[config.mk]
export PLATFORM = sky130hd
export DESIGN_NAME = seg7_result_scan_flat
export DESIGN_NICKNAME = d
export VERILOG_FILES = /design/src/rtl/seg7_result_scan_if.sv /design/src/rtl/seg7_result_scan.sv /design/src/flat_wrapper.sv
export SDC_FILE = /design/constraint.sdc
export NUM_CORES = 1
export LEC_CHECK = 0
export CORE_MARGIN = 2
export CORE_UTILIZATION = 50
export DETAILED_ROUTE_END_ITERATION = 8
export PLACE_DENSITY = 0.7
export SYNTH_ARGS = -nofsm -noshare
export SYNTH_HDL_FRONTEND = slang
export SYNTH_SLANG_ARGS = --single-unit
export TNS_END_PERCENT = 10
[constraint.sdc]
create_clock -name clk -period 5.9 [get_ports clk]
set_input_delay 0.885 -clock clk [delete_from_list [all_inputs] [get_ports clk]]
set_output_delay 0.885 -clock clk [all_outputs]
set_load 0.02 [all_outputs]
[src/rtl/seg7_result_scan_if.sv]
// Bus between the collatz result source and the 7-segment scan stage.
// The source drives in/mode; the display stage drives an/seg/dp.
interface seg7_result_scan_if;
  logic [15:0] in;
  logic        mode;
  logic [3:0]  an;
  logic [6:0]  seg;
  logic        dp;

  modport master (
    output in,
    output mode,
    input  an,
    input  seg,
    input  dp
  );

  modport slave (
    input  in,
    input  mode,
    output an,
    output seg,
    output dp
  );
endinterface

[src/rtl/seg7_result_scan.sv]
// 4-digit common-anode scan of the collatz result or last busy duration.
// Holds the settled result while busy and times each busy period.
module seg7_result_scan #(
  parameter int REFRESH_BITS = 16,
  parameter int DUR_BITS     = 24
) (
  input logic               clk,
  input logic               rst,
  seg7_result_scan_if.slave bus
);

  logic [REFRESH_BITS-1:0] cnt;
  logic [14:0]             val;
  logic [DUR_BITS-1:0]     dur_cnt;
  logic [15:0]             dur_last;
  logic                    busy_q;
  logic                    mode_m;
  logic                    mode_s;

  logic                    busy;
  logic                    fall;
  logic [1:0]              slot;
  logic                    guard;
  logic [15:0]             disp;
  logic [3:0]              nib;
  logic [3:0]              an_nxt;
  logic [6:0]              seg_nxt;
  logic                    dp_nxt;

  assign busy = bus.in[15];
  assign fall = busy_q & ~busy;

  // Two-flop synchroniser for the raw board switch.
  always_ff @(posedge clk or posedge rst) begin
    if (rst) begin
      mode_m <= 1'b0;
      mode_s <= 1'b0;
    end else begin
      mode_m <= bus.mode;
      mode_s <= mode_m;
    end
  end

  always_ff @(posedge clk or posedge rst) begin
    if (rst) begin
      cnt <= '0;
    end else begin
      cnt <= cnt + REFRESH_BITS'(1);
    end
  end

  always_ff @(posedge clk or posedge rst) begin
    if (rst) begin
      val <= '0;
    end else if (!busy) begin
      val <= bus.in[14:0];
    end
  end

  // Only the top 16 bits of the latched duration are ever displayed.
  always_ff @(posedge clk or posedge rst) begin
    if (rst) begin
      busy_q   <= 1'b0;
      dur_cnt  <= '0;
      dur_last <= '0;
    end else begin
      busy_q <= busy;
      if (fall) begin
        dur_last <= dur_cnt[DUR_BITS-1 -: 16];
        dur_cnt  <= '0;
      end else if (busy && (dur_cnt != '1)) begin
        dur_cnt <= dur_cnt + DUR_BITS'(1);
      end
    end
  end

  assign slot  = cnt[REFRESH_BITS-1 -: 2];
  assign guard = cnt[REFRESH_BITS-3:0] < (REFRESH_BITS-2)'(2);
  assign disp  = mode_s ? dur_last : {1'b0, val};

  always_comb begin
    nib    = disp[3:0];
    an_nxt = 4'hE;
    unique case (slot)
      2'd0: begin
        nib    = disp[3:0];
        an_nxt = 4'hE;
      end
      2'd1: begin
        nib    = disp[7:4];
        an_nxt = 4'hD;
      end
      2'd2: begin
        nib    = disp[11:8];
        an_nxt = 4'hB;
      end
      2'd3: begin
        nib    = disp[15:12];
        an_nxt = 4'h7;
      end
      default: begin
        nib    = disp[3:0];
        an_nxt = 4'hE;
      end
    endcase
    if (guard) begin
      an_nxt = 4'hF;
    end
  end

  always_comb begin
    seg_nxt = 7'h7F;
    unique case (nib)
      4'h0: seg_nxt = 7'h40;
      4'h1: seg_nxt = 7'h79;
      4'h2: seg_nxt = 7'h24;
      4'h3: seg_nxt = 7'h30;
      4'h4: seg_nxt = 7'h19;
      4'h5: seg_nxt = 7'h12;
      4'h6: seg_nxt = 7'h02;
      4'h7: seg_nxt = 7'h78;
      4'h8: seg_nxt = 7'h00;
      4'h9: seg_nxt = 7'h10;
      4'hA: seg_nxt = 7'h08;
      4'hB: seg_nxt = 7'h03;
      4'hC: seg_nxt = 7'h46;
      4'hD: seg_nxt = 7'h21;
      4'hE: seg_nxt = 7'h06;
      4'hF: seg_nxt = 7'h0E;
      default: seg_nxt = 7'h7F;
    endcase
  end

  // dp marks busy on digit 0 and duration mode on digit 3.
  assign dp_nxt = ~(((slot == 2'd0) && busy) ||
                    ((slot == 2'd3) && mode_s));

  always_ff @(posedge clk or posedge rst) begin
    if (rst) begin
      bus.an  <= 4'hF;
      bus.seg <= 7'h7F;
      bus.dp  <= 1'b1;
    end else begin
      bus.an  <= an_nxt;
      bus.seg <= seg_nxt;
      bus.dp  <= dp_nxt;
    end
  end

endmodule

[src/flat_wrapper.sv]
// flat-port wrapper written by rule: the top's interface ports become plain ports
module seg7_result_scan_flat 
#(
  parameter int REFRESH_BITS = 16,
  parameter int DUR_BITS     = 24
)
  (clk, rst, bus_in, bus_mode, bus_an, bus_seg, bus_dp);
  seg7_result_scan_if bus_i ();
  input logic clk;
  input logic rst;
  input wire logic [$bits(bus_i.in)-1:0] bus_in;
  input wire logic [$bits(bus_i.mode)-1:0] bus_mode;
  output wire logic [$bits(bus_i.an)-1:0] bus_an;
  output wire logic [$bits(bus_i.seg)-1:0] bus_seg;
  output wire logic [$bits(bus_i.dp)-1:0] bus_dp;
  assign bus_i.in = bus_in;
  assign bus_i.mode = bus_mode;
  assign bus_an = bus_i.an;
  assign bus_seg = bus_i.seg;
  assign bus_dp = bus_i.dp;
  seg7_result_scan #(.REFRESH_BITS(REFRESH_BITS), .DUR_BITS(DUR_BITS)) u_core (.clk(clk), .rst(rst), .bus(bus_i));
endmodule
* After elaboration in Yosys (flattened, before gate mapping) *
Memory sizes are Yosys's and may differ from the RTL's. A register that Yosys moved wholly into a read port is not among the register bits.
Cells that the tools add are included.

operators by class
  add/subtract/negate cells = 2
  order comparisons = 1
  equality and inequality tests = 4
  multiplexer cells = 6
  bitwise gates (word level) = 3
  reductions and logical operators = 6

operator list
  cell                                                         number
  two-way mux 24 bit                                           2
  case mux 4 bit (4 select lines)                              2
  adder 24 x 1 -> 24 bit, second input constant                1
  inequality test 24 bit, second input constant                1
  adder 16 x 1 -> 16 bit, second input constant                1
  two-way mux 16 bit                                           1
  less-than comparator 14 x 2 -> 1 bit, second input constant  1
  equality test 2 bit, second input constant                   2
  two-way mux 4 bit                                            1
  logical AND 1 bit                                            3
  equality test 2 x 1 -> 1 bit, second input constant          1
  logical NOT 2 bit                                            1
  NOT 1 bit                                                    2
  nonzero test 2 bit                                           1
  bitwise AND 1 bit                                            1
  logical OR 1 bit                                             1

storage, ports and cells
  bits in registers = 79
  memory bits (read-only) = 112
  input port bits = 19
  output and inout port bits = 12
  logic and storage cells = 32
  memories = 1

memories
  memory            depth  width  read ports  clocked after Yosys merged registers in  wr ports  line                     RTL
  (name not given)  16     7      1           1                                        0         seg7_result_scan.sv:113  unique case (nib)

* Logic depth before layout (Yosys ltp) *
Gate-level depths: netlist of run 1.

  depth after elaboration = 4
  mapped depth = 10
  mapped depth without buffers = 8

* Worst setup path before layout of run 1 *
OpenSTA, ideal clock, no wires.

  kind = register to register
  from = register u_core.cnt[15]
  to = register u_core.bus.seg[3]
  setup time = 0.081 ns
  arrival time = 2.243 ns
  required time = 5.819 ns
  path slack = 3.576 ns
  stages on the path, launching flop included = 9
  path buffers = 1
  period minus slack after synthesis = 2.324 ns
  cell sequence = dfrtp_1 > clkbuf_1 > mux4_2 > mux2i_1 > inv_1 > ha_1 > mux2_2 > nand2_1 > o21ai_1

between the ends
  word-level cells in the longest chain between the ends = 2
  elaborated cells between the ends (all ways) = 5
  classes of those cells = eq/ne (3); mux (1); reduce/logical (1)

RTL lines
  what                                               line                       RTL
  start: declaration                                 seg7_result_scan.sv:12     logic [REFRESH_BITS-1:0] cnt;
  start signal: assignment                           seg7_result_scan.sv:48     cnt <= cnt + REFRESH_BITS'(1);
  equality test 2 bit, or another cell as far along  seg7_result_scan.sv:84     unique case (slot)
  case mux 4 bit (4 select lines) (*)                seg7_result_scan.sv:84
  end: declaration                                   seg7_result_scan_if.sv:22  output seg,

Every way passes the cells marked *; elsewhere a longest branch is shown, timed or not.
A chain may end at the register's enable or synchronous reset.

* Worst setup path in the final report of run 1 *
  from = input port bus_in[15]
  to = register u_core.dur_cnt[10]

between the ends
  word-level cells in the longest chain between the ends = 3
  elaborated cells between the ends (all ways) = 5
  classes of those cells = mux (1); bitwise (2); reduce/logical (2)

RTL lines
  what                                                             line                    RTL
  start: declaration                                               flat_wrapper.sv:11      input wire logic [$bits(bus_i.in)-1:0] bus_in;
  NOT 1 bit                                                        seg7_result_scan.sv:31  assign fall = busy_q & ~busy;
  bitwise AND 1 bit                                                seg7_result_scan.sv:31
  two-way mux 24 bit / nonzero test 2 bit (equally long branches)  --
  end signal: assignment                                           seg7_result_scan.sv:72  dur_cnt <= dur_cnt + DUR_BITS'(1);
  end: declaration                                                 seg7_result_scan.sv:14  logic [DUR_BITS-1:0] dur_cnt;

Parallel ways exist; a longest one is shown, timed or not.

==> results of run 1 <==
-- cell families (layout without fill, tap and decap cells) --
logic type	count (synthesis)	count (layout)	share of synthesized area, %
AOI/OAI and AO/OA	49	49	8.68
xor gates and xnor gates	17	17	3.64
adders and majority gates	8	8	2.45
buffers and inverters	27	56	3.12
DFF	86	86	53.0
muxes	35	35	10.6
and+or+nand+nor	157	157	18.6
-- layer usage --
| metal | track usage (%) | routed length [µm] |
|---|---|---|
| met1 | 26.3 | 3760 |
| met2 | 31.5 | 3600 |
| met5 | 0 | 0 |
| met4 | 7.37 | 132 |
| met3 | 4.39 | 306 |
-- stage by stage --
step                instance area (µm²)  power, W  hold slack, ns  cells  util, %
floorplan                          4090  0.000726           0.331    379        -
global placement                   4440  0.000766           0.337    494     56.6
detailed placement                 4440  0.000770           0.337    494     56.6
CTS                                4640   0.00120           0.359    510     59.2
global route                       4640   0.00124           0.366    510     59.2
finish                             4640   0.00119           0.358    510     59.2
-- how the worst max path moves through the flow --
stage / from / to / slack (ns) / cells past startpoint
floorplan: rst / u_core.busy_q / 2.81 / 1
finish: bus_in[15] / u_core.dur_cnt[10] / 2.87 / 4
detailed placement: bus_in[15] / u_core.dur_cnt[10] / 2.44 / 4
CTS: bus_in[15] / u_core.dur_cnt[10] / 2.82 / 4
global placement: bus_in[15] / u_core.dur_cnt[10] / 2.50 / 4
global route: bus_in[15] / u_core.dur_cnt[10] / 2.58 / 4
-- Yosys cell counts, drive strengths merged, types with 3 or more instances --
master   n
and4     4
or3      4
mux2i   14
mux2    16
ha       8
nor3    12
and3    13
o21ai   13
xor2     7
nor4     4
dfstp   12
nand2   70
o31ai    3
nand4    4
mux4     5
inv      8
clkbuf   6
nor2    10
a21oi    7
nand2b   3
nand3   26
dfrtp   74
buf     13
a211o    8
xnor2   10
-- sequential cells by signal, summed over array words and instances (netlist names) --
signal and count:
u_core.busy_q 1, u_core.bus.an 4, u_core.mode_m 1, u_core.dur_last 16, u_core.mode_s 1, u_core.dur_cnt 24, u_core.bus.seg 7, u_core.val 15
u_core.cnt 16, u_core.bus.dp 1
-- power groups by stage --
stage / Sequential, W / Clock [W] / Combinational [W]
global placement: 0.000650 / 0 / 0.000116
global route: 0.000644 / 0.000468 / 0.000131
detailed placement: 0.000651 / 0 / 0.000119
CTS: 0.000640 / 0.000441 / 0.000120
finish: 0.000640 / 0.000433 / 0.000118
floorplan: 0.000653 / 0 / 0.0000732
-- layout make-up --
type	instances	share of cell area [%]
Clock buffer	9	2.67
Clock inverter	7	1.72
Multi-Input combinational cell	266	38.7
Inverter	8	0.674
Tap cell	102	2.75
Sequential cell	86	46.7
Timing Repair Buffer	32	6.79
==> metrics, run 1 <==
outcome=finished, final reports clean; period utilisation layout=51.4%; post-route ant nets=0; Final GP Congestion=0.839; total CTS buffers=9; Max FO, Critical Path=28; layout cells sized above 1=13.7%; Worst R2R Setup Slack=3.35 ns; iteration count of the initial detailed-routing pass=4; Mapped Avg Cell Area=10.8 µm²; Worst path max stage delay=1.16 ns; Worst Slack Setup Final=2.87 ns; count of pins over their slew limit=0; Final HPWL DP=5200 µm; area taken by multi-input logic gates=1800 µm²; P_leak=2.13 nW; # setup viols final=0; Cell Chain, Critical Path=clkdlybuf4s50_1 -> nand2b_1 -> o311ai_0 -> o41ai_1; worst skew pair latency=0.36 ns; DR iter-0 viols=220; combinational power share=9.9%; I/O Buffers=30; max-cap viol count=0; clk root buf=clkbuf_8; cell count after synthesis=379; Core Area=7850 µm²; total number of vias=2826; number of setup buffers added after CTS=0; leading post-synthesis cells by cell area=dfrtp_1 45%, dfstp_2 7.7%, nand2_1 6.4%, mux2_2 4.4%, mux2i_1 3.4%; Period minus WS final=3.03 ns; std cell rows=32; cts repair resizes=0; post-synthesis sequential area ratio=53.0%; main flop type after synthesis=dfrtp_1; # DRC=0; Max IR drop VDD=0.000150 V; Worst Hold End=u_core.mode_s; Mapped Nets=406; mapped cell area=4090 µm²; htree depth=3; RSZ-0062 raised after global routing=false; register area=2170 µm²; clock share of power=36.4%; Setup TNS Final=0 ns; Worst Reg-to-Reg Cells=6; Reg2Reg Capture Point=u_core.dur_cnt[23]; I/O Pins=31; die height=94.5 µm; synth-to-layout area growth=13.5%; fillcell total=666; CP bufs+invs=1; diode count=0; initial core utilization=52.2%; pre-CTS WS=2.44 ns; crit start category=input pin; Die Span X=94.5 µm; worst reg2reg startpoint=u_core.dur_cnt[0]; CTS Buffer Depth=2; HP Class=flip-flop to flip-flop; clock skew=0.00504 ns; Max Freq=0.330 GHz; Remaining Overflow, GRT=0; # clock sinks=86; Final #Nets=430; WL final=7800 µm; total track usage=19.6%; CP required=6.16 ns; register share of total power=53.7%; commonest non-fill, non-tap cells in the layout=74 x dfrtp_1, 70 x nand2_1, 30 x clkdlybuf4s50_1; CTS tree=yes; CTS Hold Bufs=0; cell taking the most area after synthesis=dfrtp_1; Final Hold Viols=0; Netlist cell types=51; initial antenna violation count=0; Post-synth ARST share=100%; Max-slew headroom=29.8%; Synth Register Bits=86; DR vias/cell=5.54; Synth top area share=45.2%; CP max-delay cell=clkdlybuf4s50_1; Routed wire per std cell=15.3 µm; CP arrival=3.29 ns; cell family with most CP delay=buffers and inverters; internal power=0.000878 W; Hold Path Origin=u_core.mode_m; commonest non-fill, non-tap cell in the layout=dfrtp_1; Worst-path clk slew=0.09 ns; Setup CP Type=input pin to flip-flop; Post-synth EDFFs=0; CP Capture Type=flip-flop; power density cells=256 nW/µm²; Hold Path Depth=0; YS warnings=0; largest net degree at the start of global routing=87; global-route wire length before repair=13500 µm; measured slew at the worst slew-check pin=1.05 ns; Die ar.=8920 µm²; Sw Pwr=0.000312 W; vias in the first global route=2887; sw frac=26.2%
No activity file was read; power rests on OpenSTA's default activity.
==> inputs of run 2 (changes only) <==
--- a/config.mk
+++ b/config.mk
@@ -8,7 +8,7 @@
 export CORE_MARGIN = 2
 export CORE_UTILIZATION = 50
 export DETAILED_ROUTE_END_ITERATION = 8
-export PLACE_DENSITY = 0.7
+export PLACE_DENSITY = 0.73
 export SYNTH_ARGS = -nofsm -noshare
 export SYNTH_HDL_FRONTEND = slang
 export SYNTH_SLANG_ARGS = --single-unit
==> constraint.sdc (replaced) <==
create_clock -name clk -period 2.6 [get_ports clk]
set_input_delay 0.39 -clock clk [delete_from_list [all_inputs] [get_ports clk]]
set_output_delay 0.39 -clock clk [all_outputs]
set_load 0.02 [all_outputs]
==> metrics, run 2 (same netlist as run 1, synthesis figures left out) <==
global-route wire length before repair=13600 µm (was 13500 µm); cts repair resizes=0 (unchanged); Routed wire per std cell=15.2 µm (was 15.3 µm); # setup viols final=0 (unchanged); Final HPWL DP=5610 µm (was 5200 µm); Remaining Overflow, GRT=0 (unchanged); die height=94.5 µm (unchanged); register area=2170 µm² (unchanged); max-cap viol count=0 (unchanged); outcome=finished, final reports clean (unchanged); CP required=2.84 ns (was 6.16 ns); count of pins over their slew limit=0 (unchanged); met3 GRT Util=3.59% (was 4.39%); GR Util met1=26.0% (was 26.3%); commonest non-fill, non-tap cells in the layout=74 x dfrtp_1, 70 x nand2_1, 30 x clkdlybuf4s50_1 (unchanged); Final Hold Viols=0 (unchanged); I/O Buffers=30 (unchanged); Setup CP Type=flip-flop to flip-flop (was input pin to flip-flop); Top reg by flops=u_core.dur_cnt (unchanged); P_leak=2.18 nW (was 2.13 nW); I/O Pins=31 (unchanged); CTS tree=yes (unchanged); synth-to-layout area growth=15.4% (was 13.5%); CP arrival=2.53 ns (was 3.29 ns); register share of total power=53.8% (was 53.7%); sw frac=25.6% (was 26.2%); Largest regs=u_core.dur_cnt x24, u_core.cnt x16, u_core.dur_last x16 (unchanged); vias in the first global route=2881 (was 2887); Worst-path clk slew=0.09 ns (about the same); Period minus WS final=2.29 ns; iteration count of the initial detailed-routing pass=4 (unchanged); DR iter-0 viols=157 (was 220); combinational power share=10.4% (was 9.9%); clk root buf=clkbuf_8 (unchanged); CP Capture Type=flip-flop (unchanged); total number of vias=2896 (was 2826); diode count=0 (unchanged); crit start category=flip-flop (was input pin); htree depth=3 (unchanged); area taken by multi-input logic gates=1800 µm² (unchanged); CTS Hold Bufs=0 (unchanged); period utilisation layout=88.2%; Design Area, Final=4720 µm² (was 4640 µm²); commonest non-fill, non-tap cell in the layout=dfrtp_1 (unchanged); M2 GR Usage=32.7% (was 31.5%); Setup TNS Final=0 ns (unchanged); CP max-delay cell=o31a_1 (was clkdlybuf4s50_1); number of setup buffers added after CTS=0 (unchanged); fillcell total=679 (was 666); CP bufs+invs=1 (unchanged); max FFs per register=24 (unchanged); # DRC=0 (unchanged); Max FO, Critical Path=12 (was 28); initial antenna violation count=0 (unchanged); Post-DP Area=4520 µm² (was 4440 µm²); CTS Buffer Depth=2 (unchanged); cell family with most CP delay=compound AO/OA/AOI/OAI gates (was buffers and inverters); total track usage=19.8% (was 19.6%); clock share of power=35.8% (was 36.4%); # clock sinks=86 (unchanged); WL final=7890 µm (was 7800 µm); layout cells sized above 1=15.6% (was 13.7%); total CTS buffers=9 (unchanged); worst skew pair latency=0.35 ns (was 0.36 ns); Cell Chain, Critical Path=ha_1 -> and3_1 -> nand2_1 -> o31a_1 -> nor2_1 -> buf_4 -> a221o_1 (was clkdlybuf4s50_1 -> nand2b_1 -> o311ai_0 -> o41ai_1); power density cells=570 nW/µm² (was 256 nW/µm²); post-route ant nets=0 (unchanged); initial core utilization=52.2% (unchanged); Die ar.=8920 µm² (unchanged); std cell rows=32 (unchanged); Final GP Congestion=0.858 (was 0.839); RSZ-0062 raised after global routing=false (unchanged); internal power=0.00200 W (was 0.000878 W); largest net degree at the start of global routing=57 (was 87); Sw Pwr=0.000688 W (was 0.000312 W); clock skew=0.00956 ns (was 0.00504 ns); Core Area=7850 µm² (unchanged); DR vias/cell=5.58 (was 5.54); measured slew at the worst slew-check pin=0.574 ns (was 1.05 ns); Crit. Startpoint=u_core.dur_cnt[0] (was bus_in[15]); Max Freq=0.436 GHz; Final #Nets=439 (was 430); worst reg2reg startpoint=u_core.dur_cnt[0] (unchanged); Die Span X=94.5 µm (unchanged); Worst path max stage delay=0.44 ns (was 1.16 ns); HP Class=input pin to asynchronous set/reset pin (was flip-flop to flip-flop); Max-slew headroom=61.7% (was 29.8%); Most Used Layer, Global Route=met2 (unchanged); Max IR drop VDD=0.000258 V (was 0.000150 V)
[run 2: metrics by stage]
| stage | worst slack (ns) | power, W | hold slack [ns] | util, % | std cells |
|---|---|---|---|---|---|
| final | 0.306 | 0.00269 | 0.367 | 60.2 | 519 |
| after global routing | 0.132 | 0.00282 | 0.394 | 60.2 | 519 |
| after CTS | 0.327 | 0.00273 | 0.377 | 60.2 | 519 |
| after detailed placement | 0.336 | 0.00176 | 0.379 | 57.6 | 503 |
| after global placement | 0.400 | 0.00175 | 0.362 | 57.6 | 503 |
| after floorplan | 0.00801 | 0.00165 | 0.331 | - | 379 |
[run 2: worst paths after layout]
check / end / slack, ns / cells past startpoint
worst max-delay path: u_core.dur_cnt[19] / 0.31 / 7
worst min-delay path: u_core.cnt[0] / 0.37 / 2
worst max register to register: u_core.dur_cnt[19] / 0.31 / 7
worst min register to register: u_core.mode_s / 0.39 / 0
max in group asynchronous: u_core.bus.seg[6] / 1.53 / 3
min in group clk: u_core.mode_s / 0.39 / 0
[run 2: per-layer routing]
layer / up-vias / wire [µm] / part of all wire (%)
li1: 1409 / - / -
met4: 0 / 146 / 1.9
met5: - / 0 / 0
met3: 11 / 298 / 3.8
met1: 1425 / 3680 / 47
met2: 51 / 3760 / 48
[run 2: area by class of cell]
| class | count | share of cell area, % |
|---|---|---|
| flip-flops and latches | 86 | 45.9 |
| multi-input cells | 266 | 38.1 |
| repair buffers | 41 | 8.37 |
| well taps | 102 | 2.70 |
| clock buffers | 9 | 2.62 |
| clock inverters | 7 | 1.70 |
| inverters | 8 | 0.662 |
[run 2: power by group through the flow]
stage	clock [W]	combinational (W)	sequential [W]
after detailed placement	0	0.000283	0.00147
final	0.000964	0.000280	0.00145
after global placement	0	0.000276	0.00147
after CTS	0.000993	0.000284	0.00145
after global routing	0.00105	0.000312	0.00146
after floorplan	0	0.000166	0.00148
[run 2: worst register-to-register path: stages, from the launching register on]
cell     delay (ns)
dfrtp_1        0.42
ha_1           0.23
and3_1         0.23
nand2_1        0.24
o31a_1         0.44
nor2_1         0.09
buf_4          0.19
a221o_1        0.34
